===== config.mk =====
export PLATFORM = sky130hd
export DESIGN_NAME = mem_copy_dma
export DESIGN_NICKNAME = d
export VERILOG_FILES = /design/src/rtl/mem_copy_dma.sv
export SDC_FILE = /design/constraint.sdc
export NUM_CORES = 1
export LEC_CHECK = 0
export CORE_MARGIN = 3
export CORE_UTILIZATION = 35
export CTS_BUF_LIST = sky130_fd_sc_hd__clkbuf_4 sky130_fd_sc_hd__clkbuf_8
export DETAILED_ROUTE_END_ITERATION = 7
export MAX_ROUTING_LAYER = met4
export PLACE_DENSITY_LB_ADDON = 0.12
export SETUP_SLACK_MARGIN = 0.2
export SYNTH_ARGS = -nofsm -noshare
export SYNTH_HDL_FRONTEND = slang
export SYNTH_SLANG_ARGS = --single-unit
export TNS_END_PERCENT = 30

===== constraint.sdc =====
create_clock -name clk -period 3.1 [get_ports clk]
set_clock_uncertainty 0.05 [all_clocks]
set_input_delay 0.465 -clock clk [delete_from_list [all_inputs] [get_ports clk]]
set_output_delay 0.465 -clock clk [all_outputs]
set_load 0.03 [all_outputs]

===== src/rtl/mem_copy_dma.sv =====
// Byte-wise memory-to-memory copy engine for a 256 x 8b single-port data memory.
// Each byte takes one read cycle then one write cycle, ascending from the base addresses.
module mem_copy_dma (
  input  logic       clk,
  input  logic       rst,
  input  logic       start_i,
  input  logic [7:0] src_addr_i,
  input  logic [7:0] dst_addr_i,
  input  logic [7:0] len_i,
  output logic       busy_o,
  output logic       done_o,
  output logic [7:0] xfer_cnt_o,
  output logic       data_mem_rd_enb_o,
  output logic       data_mem_wr_enb_o,
  output logic [7:0] data_mem_addr_o,
  output logic [7:0] data_mem_wr_data_o,
  input  logic [7:0] data_mem_rd_data_i
);

  typedef enum logic [1:0] {
    S_IDLE = 2'd0,
    S_RD   = 2'd1,
    S_WR   = 2'd2,
    S_DONE = 2'd3
  } state_t;

  state_t     r_state;
  logic [7:0] r_src;
  logic [7:0] r_dst;
  logic [7:0] r_len;
  logic [7:0] r_idx;
  logic [7:0] r_cnt;
  logic [7:0] r_buf;
  logic       r_busy;
  logic       r_done;
  logic       r_rd_enb;
  logic       r_wr_enb;
  logic [7:0] r_addr;

  logic [7:0] w_idx_nxt;
  logic [7:0] w_cnt_nxt;
  logic [7:0] w_wr_addr;
  logic [7:0] w_rd_addr_nxt;

  // 8-bit sums wrap modulo 256 naturally, giving address wrap for free.
  assign w_idx_nxt     = r_idx + 8'd1;
  assign w_cnt_nxt     = r_cnt + 8'd1;
  assign w_wr_addr     = r_dst + r_idx;
  assign w_rd_addr_nxt = r_src + w_idx_nxt;

  always_ff @(posedge clk or negedge rst) begin
    if (!rst) begin
      r_state  <= S_IDLE;
      r_src    <= 8'd0;
      r_dst    <= 8'd0;
      r_len    <= 8'd0;
      r_idx    <= 8'd0;
      r_cnt    <= 8'd0;
      r_buf    <= 8'd0;
      r_busy   <= 1'b0;
      r_done   <= 1'b0;
      r_rd_enb <= 1'b0;
      r_wr_enb <= 1'b0;
      r_addr   <= 8'd0;
    end else begin
      case (r_state)
        S_IDLE: begin
          if (start_i) begin
            r_src <= src_addr_i;
            r_dst <= dst_addr_i;
            r_len <= len_i;
            r_idx <= 8'd0;
            r_cnt <= 8'd0;
            if (len_i != 8'd0) begin
              r_state  <= S_RD;
              r_busy   <= 1'b1;
              r_rd_enb <= 1'b1;
              r_addr   <= src_addr_i;
            end else begin
              r_state <= S_DONE;
              r_done  <= 1'b1;
            end
          end
        end
        S_RD: begin
          r_buf    <= data_mem_rd_data_i;
          r_state  <= S_WR;
          r_rd_enb <= 1'b0;
          r_wr_enb <= 1'b1;
          r_addr   <= w_wr_addr;
        end
        S_WR: begin
          r_idx    <= w_idx_nxt;
          r_cnt    <= w_cnt_nxt;
          r_wr_enb <= 1'b0;
          if (w_cnt_nxt == r_len) begin
            r_state <= S_DONE;
            r_busy  <= 1'b0;
            r_done  <= 1'b1;
            r_addr  <= 8'd0;
          end else begin
            r_state  <= S_RD;
            r_rd_enb <= 1'b1;
            r_addr   <= w_rd_addr_nxt;
          end
        end
        S_DONE: begin
          r_state <= S_IDLE;
          r_done  <= 1'b0;
        end
        default: r_state <= S_IDLE;
      endcase
    end
  end

  assign busy_o             = r_busy;
  assign done_o             = r_done;
  assign xfer_cnt_o         = r_cnt;
  assign data_mem_rd_enb_o  = r_rd_enb;
  assign data_mem_wr_enb_o  = r_wr_enb;
  assign data_mem_addr_o    = r_addr;
  // Buffer stays latched between copies, so the bus is gated outside WR.
  assign data_mem_wr_data_o = r_wr_enb ? r_buf : 8'd0;

endmodule


==> results.yml <==
clock_network:
  cts_made_buffers: 9
  cts-htree-levels: 3
  cts_tree: "done"
  hold_buffers: 0
  post_cts_resized: 1
  cts_sinks: 62
  cts_buffer_depth: 2
  cts_setup_buffers: 0
  path_clk_slew_ns: 0.08
  insertion_delay_ns: 0.35
  clk_root_buffer_cell: "clkbuf_8"
route:
  viasPerCell: 5.21
  wl_per_cell_um: 16.3
  drt-total-wl_mm: 9.06
  first_pass_iters: 4
  drt_iter0_drc: 136
  via_count: 2886
  final_antenna_net_count: 0
  drcViolationCount: 0
cells_and_area:
  syn_to_final_growth_pct: 26.7
  multi_input_area_um2: 2000
  layout.nets: 473
  final_core_util_pct: 46.4
  n_antenna_cell: 0
  drive_gt1_share_pct: 14.5
  final_common_cell: "dfrtp_1"
  fillers: 966
  final_cell_mix: "62 x dfrtp_1, 61 x clkdlybuf4s50_1, 33 x mux2_2"
  area.sequential_um2: 1550
global_route:
  grtUsageMet3_pct: 2.87
  antenna_found_initial: 0
  grt_overflow_total: 0
  grt.busiest_layer: "met1"
  grt_pass1_vias: 2853
  grt_use_total_pct: 16.9
  use_met2_pct: 23.3
  grt_max_degree: 63
  grtUsageMet1_pct: 24.5
  grt_pass1_wl_mm: 15.0
power_and_ir_drop:
  ir_drop_mv: 0.464
  power.density_nw_per_um2: 1000
  leakage_nw: 1.93
synth:
  synth_warnings: 0
  yosysSeqAreaShare_pct: 42.6
  syn_area_um2: 3640
  synthSimpleGateAreaFrac_pct: 10.5
  synth_edf_count: 0
  synth_cell_types: 47
  synth_compound_area_share_pct: 17.3
  syn_inst: 350
  synth_area_per_cell_um2: 10.4
  postSynth.asyncResetShare_pct: 100
  syn_nets: 407
  ys_ff_latch: 62
  synth_ff_type: "dfrtp_1"
  synth_top_family_by_area: "compound AO/OA/AOI/OAI gates"
  synthXorXnorAreaFrac_pct: 7.72
  synth_mux_area_share_pct: 10.7
  synthAdderAreaFrac_pct: 8.24
floorplan:
  placementRows: 36
  die_width_um: 108
  initial_core_util_pct: 36.6
  pin_count: 63
  die_h_um: 108
  die_area_um2: 11700
  coreArea_um2: 9950
placed_design:
  hpwl_mm: 6.50
  routabilityCongestion: 0.858
  port-buffer-count: 62
sta:
  drv_slew: 0
  finalHoldViolCount: 0
  relSlewSlack_pct: 44.2
  finalSetupViolations: 0
  period_minus_slack_ns: 2.70
  rsz0062_at_grt: "no"
  tightest_slew_ns: 0.836
  tns_ns: 0
  fin_crit_sh_pct: 87.2
  fmax_mhz: 370
worst_setup_path:
  crit_fanout: 7
  arrival_ns: 2.88
  worst_path_most_repeated_cell: "ha_1"
  crit_slowest_cell: "dfrtp_1"
  critPathBufInv: 0
  end_kind: "flop"
  cpPeakStageDelay_ns: 0.46
  cp-start-kind: "flop"
  crit_chain: "ha_1, nand2_1, xnor2_2, ha_1, nand3_1, o211ai_1, o41ai_2, xnor2_1, a221oi_1, o31ai_1"
  critPathKind: "reg -> reg"
  crit_required_ns: 3.28
  path_delay_family: "compound AO/OA/AOI/OAI gates"
worst_hold_path:
  holdCritPathClass: "in -> async"
flow_run:
  max_cap_violations: 0
run_status:
  status: "complete, no violations"
==> cells by family after synthesis <==
kind of cell	count (synthesis)
xor gates and xnor gates	30
DFF	62
and+or+nand+nor	80
muxes	35
buffers and inverters	25
adders and majority gates	23
AOI/OAI and AO/OA	95
==> sequential cells by signal, indices dropped and copies added (netlist names), 2 cells and up <==
name,cells
data_mem_addr_o,8
r_buf,8
r_dst,8
r_idx,8
r_len,8
r_src,8
xfer_cnt_o,8
r_state,2
==> routing by layer <==
metal | vias up | part of all wire (%)
met5 | - | 0
met4 | 0 | 2.0
met3 | 15 | 3.6
met2 | 70 | 44
met1 | 1404 | 50
li1 | 1397 | -
==> synthesized netlist by cell type, drive strengths merged, types with 3 or more instances <==
master | number | area (um^2)
clkbuf | 8 | 30.0
a221oi | 7 | 61.3
nor2 | 13 | 48.8
and3 | 3 | 18.8
a22o | 5 | 43.8
buf | 5 | 33.8
nand3 | 9 | 45.0
ha | 20 | 250
a31oi | 4 | 25.0
nor3 | 4 | 20.0
a211oi | 3 | 22.5
dfrtp | 62 | 1550
o21ai | 35 | 175
xor2 | 10 | 87.6
o31ai | 3 | 22.5
inv | 11 | 41.3
and2 | 11 | 68.8
nand2 | 30 | 113
xnor2 | 20 | 194
mux2 | 33 | 372
a21oi | 21 | 105
==> cell type report <==
cell class	count	area share [%]
Timing Repair Buffer	68	14.3
Clock buffer	10	2.85
Multi-Input combinational cell	263	43.3
Clock inverter	6	1.36
Sequential cell	62	33.6
Inverter	12	0.976
Tap cell	133	3.60
==> where the power goes <==
group | leakage [nW] | total [mW] | switching, mW | internal (mW)
Sequential | 0.756 | 1.41 | 0.265 | 1.15
Combinational | 1.07 | 2.50 | 1.37 | 1.13
Clock | 0.103 | 0.712 | 0.333 | 0.379
Total | 1.93 | 4.62 | 1.97 | 2.66
==> metrics by stage <==
| stage | worst slack, ns | power [mW] | cells | hold WS [ns] | instance area (um^2) |
|---|---|---|---|---|---|
| 2_1_floorplan | 0.816 | 3.12 | 350 | 0.119 | 3640 |
| 3_3_place_gp | 0.192 | 3.89 | 538 | 0.432 | 4410 |
| 3_5_place_dp | 0.169 | 3.94 | 538 | 0.438 | 4410 |
| 4_1_cts | 0.318 | 4.68 | 554 | 0.284 | 4610 |
| 5_1_grt | 0.262 | 5.01 | 554 | 0.332 | 4620 |
| 6_report | 0.397 | 4.62 | 554 | 0.252 | 4620 |
==> final timing paths <==
path                       slack (ns)  depth (start not counted)            endpoint     start
setup reg to reg                 0.40                         10  data_mem_addr_o[7]  r_idx[0]
hold reg to reg                  0.45                          1            r_buf[3]  r_buf[3]
setup / recovery                 0.40                         10  data_mem_addr_o[7]  r_idx[0]
max in group asynchronous        2.19                          2            r_dst[4]       rst
min in group clk                 0.45                          1            r_buf[3]  r_buf[3]
hold / removal                   0.25                          2            r_dst[6]       rst
Note: power is estimated with default switching activity, not from simulation.
